### src/rtl/memmu_sr_payload_writer.sv
// Payload FIFO that drains into fixed-length write bursts at an auto-advancing frame pointer.
// Optional statistics counters are compiled in with MEMMU_SR_PW_STATS_EN.
module memmu_sr_payload_writer #(
  parameter int FIFO_DEPTH = 16,
  parameter int BURST_LEN  = 8,
  parameter int ADDR_W     = 32
) (
  input  logic              i_SYSTEM_clk,
  input  logic              i_SYSTEM_rst,
  input  logic [63:0]       i_MemMU_SR_P_payload,
  input  logic              i_MemMU_SR_P_valid,
  output logic              o_MemMU_SR_PW_ready,
  input  logic [ADDR_W-1:0] i_MemMU_SR_PW_baseAddr,
  input  logic              i_MemMU_SR_PW_frameStart,
  input  logic              i_MemMU_SR_PW_flush,
  output logic              o_MemMU_SR_PW_flushDone,
  output logic [ADDR_W-1:0] o_MEM_awaddr,
  output logic [7:0]        o_MEM_awlen,
  output logic              o_MEM_awvalid,
  input  logic              i_MEM_awready,
  output logic [63:0]       o_MEM_wdata,
  output logic              o_MEM_wlast,
  output logic              o_MEM_wvalid,
  input  logic              i_MEM_wready,
  output logic [31:0]       o_MemMU_SR_PW_beatCount,
  output logic [15:0]       o_MemMU_SR_PW_burstCount
);

  localparam int PW = $clog2(FIFO_DEPTH);
  localparam int CW = PW + 1;
  localparam int BW = $clog2(BURST_LEN) + 1;

  typedef enum logic [1:0] {IDLE, ADDR, DATA} state_e;

  state_e            state_q, state_d;
  logic [63:0]       mem_q [FIFO_DEPTH];
  logic [PW-1:0]     wr_ptr_q, rd_ptr_q;
  logic [CW-1:0]     count_q;
  logic              rdy_en_q;
  logic [BW-1:0]     beats_q, beats_d;
  logic [BW-1:0]     beat_q, beat_d;
  logic [ADDR_W-1:0] waddr_q, waddr_d;
  logic [ADDR_W-1:0] fs_base_q, fs_base_d;
  logic              fs_pend_q, fs_pend_d;
  logic              flush_pend_q, flush_pend_d;
  logic              push, pop, burst_go, last_beat;
  logic [BW-1:0]     beats_min;

  // rdy_en_q keeps ready low until the first clock after reset release
  assign o_MemMU_SR_PW_ready = rdy_en_q && (count_q != CW'(FIFO_DEPTH));
  assign push      = i_MemMU_SR_P_valid && o_MemMU_SR_PW_ready;
  assign pop       = (state_q == DATA) && i_MEM_wready;
  assign last_beat = pop && o_MEM_wlast;

  always_ff @(posedge i_SYSTEM_clk) begin
    if (push) mem_q[wr_ptr_q] <= i_MemMU_SR_P_payload;
  end

  always_ff @(posedge i_SYSTEM_clk) begin
    if (!i_SYSTEM_rst) begin
      wr_ptr_q <= '0;
      rd_ptr_q <= '0;
      count_q  <= '0;
      rdy_en_q <= 1'b0;
    end else begin
      rdy_en_q <= 1'b1;
      if (push) wr_ptr_q <= wr_ptr_q + PW'(1);
      if (pop)  rd_ptr_q <= rd_ptr_q + PW'(1);
      case ({push, pop})
        2'b10:   count_q <= count_q + CW'(1);
        2'b01:   count_q <= count_q - CW'(1);
        default: count_q <= count_q;
      endcase
    end
  end

  assign burst_go  = (count_q >= CW'(BURST_LEN)) || (flush_pend_q && (count_q != '0));
  assign beats_min = (count_q >= CW'(BURST_LEN)) ? BW'(BURST_LEN) : BW'(count_q);

  assign o_MemMU_SR_PW_flushDone = (state_q == IDLE) && flush_pend_q && (count_q == '0);

  always_comb begin
    state_d   = state_q;
    beats_d   = beats_q;
    beat_d    = beat_q;
    waddr_d   = waddr_q;
    fs_pend_d = fs_pend_q;
    fs_base_d = fs_base_q;
    unique case (state_q)
      IDLE: begin
        if (i_MemMU_SR_PW_frameStart) begin
          waddr_d   = i_MemMU_SR_PW_baseAddr;
          fs_pend_d = 1'b0;
        end else if (fs_pend_q) begin
          waddr_d   = fs_base_q;
          fs_pend_d = 1'b0;
        end
        if (burst_go) begin
          state_d = ADDR;
          beats_d = beats_min;
          beat_d  = '0;
        end
      end
      ADDR: if (i_MEM_awready) state_d = DATA;
      DATA: begin
        if (pop) begin
          beat_d = beat_q + BW'(1);
          if (o_MEM_wlast) begin
            state_d = IDLE;
            waddr_d = waddr_q + ADDR_W'({beats_q, 3'b000});
          end
        end
      end
      default: state_d = IDLE;
    endcase
    // A frame restart during a burst waits so the burst finishes at its old address
    if ((state_q != IDLE) && i_MemMU_SR_PW_frameStart) begin
      fs_pend_d = 1'b1;
      fs_base_d = i_MemMU_SR_PW_baseAddr;
    end
  end

  always_comb begin
    flush_pend_d = flush_pend_q;
    if (i_MemMU_SR_PW_flush)          flush_pend_d = 1'b1;
    else if (o_MemMU_SR_PW_flushDone) flush_pend_d = 1'b0;
  end

  always_ff @(posedge i_SYSTEM_clk) begin
    if (!i_SYSTEM_rst) begin
      state_q      <= IDLE;
      beats_q      <= '0;
      beat_q       <= '0;
      waddr_q      <= '0;
      fs_pend_q    <= 1'b0;
      fs_base_q    <= '0;
      flush_pend_q <= 1'b0;
    end else begin
      state_q      <= state_d;
      beats_q      <= beats_d;
      beat_q       <= beat_d;
      waddr_q      <= waddr_d;
      fs_pend_q    <= fs_pend_d;
      fs_base_q    <= fs_base_d;
      flush_pend_q <= flush_pend_d;
    end
  end

  assign o_MEM_awvalid = (state_q == ADDR);
  assign o_MEM_awaddr  = waddr_q;
  assign o_MEM_awlen   = 8'(beats_q - BW'(1));
  assign o_MEM_wvalid  = (state_q == DATA);
  assign o_MEM_wdata   = mem_q[rd_ptr_q];
  assign o_MEM_wlast   = (state_q == DATA) && (beat_q == beats_q - BW'(1));

`ifdef MEMMU_SR_PW_STATS_EN
  logic [31:0] beat_cnt_q;
  logic [15:0] burst_cnt_q;
  logic        stats_clr;

  // Cleared when a frame restart actually reloads the pointer
  assign stats_clr = (state_q == IDLE) && (i_MemMU_SR_PW_frameStart || fs_pend_q);

  always_ff @(posedge i_SYSTEM_clk) begin
    if (!i_SYSTEM_rst || stats_clr) begin
      beat_cnt_q  <= '0;
      burst_cnt_q <= '0;
    end else begin
      if (pop)       beat_cnt_q  <= beat_cnt_q + 32'd1;
      if (last_beat) burst_cnt_q <= burst_cnt_q + 16'd1;
    end
  end

  assign o_MemMU_SR_PW_beatCount  = beat_cnt_q;
  assign o_MemMU_SR_PW_burstCount = burst_cnt_q;
`else
  logic unused_last_beat;
  assign unused_last_beat         = last_beat;
  assign o_MemMU_SR_PW_beatCount  = '0;
  assign o_MemMU_SR_PW_burstCount = '0;
`endif

endmodule

### config.mk
export PLATFORM = sky130hd
export DESIGN_NAME = memmu_sr_payload_writer
export DESIGN_NICKNAME = d
export VERILOG_FILES = /design/src/rtl/memmu_sr_payload_writer.sv
export SDC_FILE = /design/constraint.sdc
export NUM_CORES = 1
export LEC_CHECK = 0
export CAP_MARGIN = 20
export CORE_MARGIN = 2
export CORE_UTILIZATION = 40
export DETAILED_ROUTE_END_ITERATION = 6
export PLACE_DENSITY = 0.58
export SYNTH_ARGS = -nofsm -noshare
export SYNTH_HDL_FRONTEND = slang
export SYNTH_SLANG_ARGS = --single-unit
### constraint.sdc
create_clock -name i_SYSTEM_clk -period 9.7 [get_ports i_SYSTEM_clk]
set_clock_uncertainty 0.15 [all_clocks]
set_input_delay 2.425 -clock i_SYSTEM_clk [delete_from_list [all_inputs] [get_ports i_SYSTEM_clk]]
set_output_delay 2.425 -clock i_SYSTEM_clk [all_outputs]
set_load 0.02 [all_outputs]
==> metrics.yaml <==
placed_design:
  place_area_mm2: 0.0474
  dp_slack_ps: 3190
  io_buffers: 211
  hpwl_mm: 54.4
  gp_congestion: 0.794
  placed_cells: 3650
clocking:
  clk_path_buf_depth: 3
  cts_setup_buffers: 0
  htreeDepth: 3
  clk_pin_slew_ps: 60
  cts_made_buffers: 115
  cts.sinks: 1118
  hold_buffers: 0
  cts-root-buf: "clkbuf_16"
  clock_latency_ps: 700
  cts_tree: "yes"
  postCtsResizedCells: 0
route:
  drc: 0
  routed_wl_mm: 98.5
  drtAntennaViolNets: 0
  vias: 21300
  vias_per_cell: 5.49
  drtPass1Iterations: 5
  wl_per_cell_um: 25.4
  drt_iter0_drc: 1769
critical_path:
  crit_type: "flop to primary output"
  crit_fanout: 76
  worstSetupEndpointType: "primary output"
  critPathLaunchType: "flop"
  worst-endpoint-required_ps: 7130
  critPathArrivalTime_ps: 4020
timing:
  slew_headroom: 0.262
  final.setup.tns_ps: 0
  finalSetupViolCount: 0
  fmax_ghz: 0.152
  fin_ws_ps: 3100
  fin_crit_sh: 0.680
  maxSlewViolCount: 0
  rsz0062_at_grt: "no"
  worst_pin_slew_ps: 1110
  hold_slack_ps: 300
  final_hold_viol_count: 0
  period_minus_slack_ps: 6600
flow_run:
  maxCapViolCount: 0
synthesis:
  synth_ff_type: "edfxtp_1"
  synth-xor-area-share: 0.00469
  synth_top_family_by_area: "multiplexers"
  synth_cell_types: 69
  syn-cell-area_mm2: 0.0437
  synth-simple-area-share: 0.0269
  synthAdderAreaFrac: 0.00475
  syn_avg_cell_area_um2: 20.8
  synth-seq-area-share: 0.747
  synth_compound_area_frac: 0.0239
  async_reset_ff_frac: 0
  synth-edff-count: 1024
  ys_warn_count: 0
  synth-seq-cells: 1118
  synth_cells: 2102
  muxShareOfSynthArea: 0.172
global_route:
  grt_max_degree: 152
  grt_pass1_wl_mm: 146
  gr-total-overflow: 0
  grt_util_all_layers: 0.177
  use_met3: 0.0358
  grt_pass1_vias: 22400
  top_usage_layer: "met2"
  antenna_found_initial: 9
  grtUsageMet2: 0.298
  grt_use_met1: 0.234
die:
  die_h_um: 335
  dieArea_mm2: 0.112
  num_rows: 121
  die_w_um: 335
  io_pins: 260
  initial_core_util: 0.403
  coreArea_mm2: 0.109
final_layout:
  final_area_mm2: 0.0513
  nets: 2473
  nFillCells: 8865
  final_core_util: 0.473
  final_common_cell: "edfxtp_1"
  drive_above_1_share: 0.236
  area_growth_pct: 17.4
  seq_area_mm2: 0.0326
  multi_input_area_mm2: 0.0104
  final_cells: 3870
  mostFrequentLayoutCells: "1024 x edfxtp_1, 320 x mux4_2, 210 x clkdlybuf4s50_1"
status:
  status: "finished, final reports clean"
power:
  power.total_mw: 10.2
  peakVddDrop_mv: 0.141
  p_per_area_mw_per_mm2: 199
  p_leak_nw: 15.8
worst_hold_path:
  min_path_type: "flop to flop"
cells by family (layout without fill, tap and decap cells):
logic type	Yosys count	after routing
DFF	1118	1118
muxes	350	350
and+or+nand+nor	251	251
buffers and inverters	180	485
AOI/OAI and AO/OA	165	165
xor gates and xnor gates	21	21
adders and majority gates	16	16
other	1	50
state kept, by name (all words and copies together), names as in the netlist, named ones only:
register      count
state_q           2
rdy_en_q          1
beat_q            4
count_q           5
wr_ptr_q          4
flush_pend_q      1
rd_ptr_q          4
o_MEM_awaddr     32
mem_q          1024
fs_pend_q         1
fs_base_q        32
beats_q           4
critical path, cell delays in order (launching register included):
cell and delay, ps:
dfxtp_4 910, buf_12 530, mux4_2 610, mux4_2 550, clkdlybuf4s50_1 590
report_power, final:
part           internal, mW  total [mW]  switching [mW]
clock network          2.64        4.48            1.84
registers              5.30        5.32          0.0266
logic                 0.175       0.424           0.249
worst paths after layout:
kind	start	slack [ps]	cells past startpoint	end
worst max-delay path	flop	3100	4	o_MEM_wdata[0]
worst min-delay path	fs_base_q[9]	300	2	fs_base_q[9]
worst min register to register	fs_base_q[9]	300	2	fs_base_q[9]
worst max register to register	count_q[1]	5530	5	mem_q[15][16]
cell type report:
cell class | instances | share of cell area
Tap cell | 1414 | 0.0345
Clock inverter | 82 | 0.0171
Clock buffer | 135 | 0.0583
Multi-Input combinational cell | 851 | 0.203
Timing Repair Buffer | 255 | 0.0499
Antenna cell | 2 | 0.0000975
Inverter | 13 | 0.000951
Sequential cell | 1118 | 0.636
routing by layer:
metal,up-vias,part of all wire
met5,-,0.00043
met4,8,0.021
met3,164,0.061
met2,645,0.50
met1,11300,0.42
li1,9126,-
Yosys cell counts, drive strengths merged (5+ instances only):
cell type  count  area (um2)
mux4         320        7210
buf           99         627
ha            15         188
a21oi         85         425
a211oi        10        80.1
nor2b          5        31.3
and3           7        48.8
nand4         12        75.1
mux2i         27         270
o221a          8        90.1
and4           5        43.8
nor2          53         201
o21ai         17        85.1
o211ai         6        45.0
xor2          16         140
nand2b         6        37.5
nand3         24         125
clkbuf        68         255
a31oi         12        90.1
nand2        104         393
nor3          15        80.1
edfxtp      1024       30700
inv           12        45.1
dfxtp         94        1880
(Power assumes the default switching activity.)
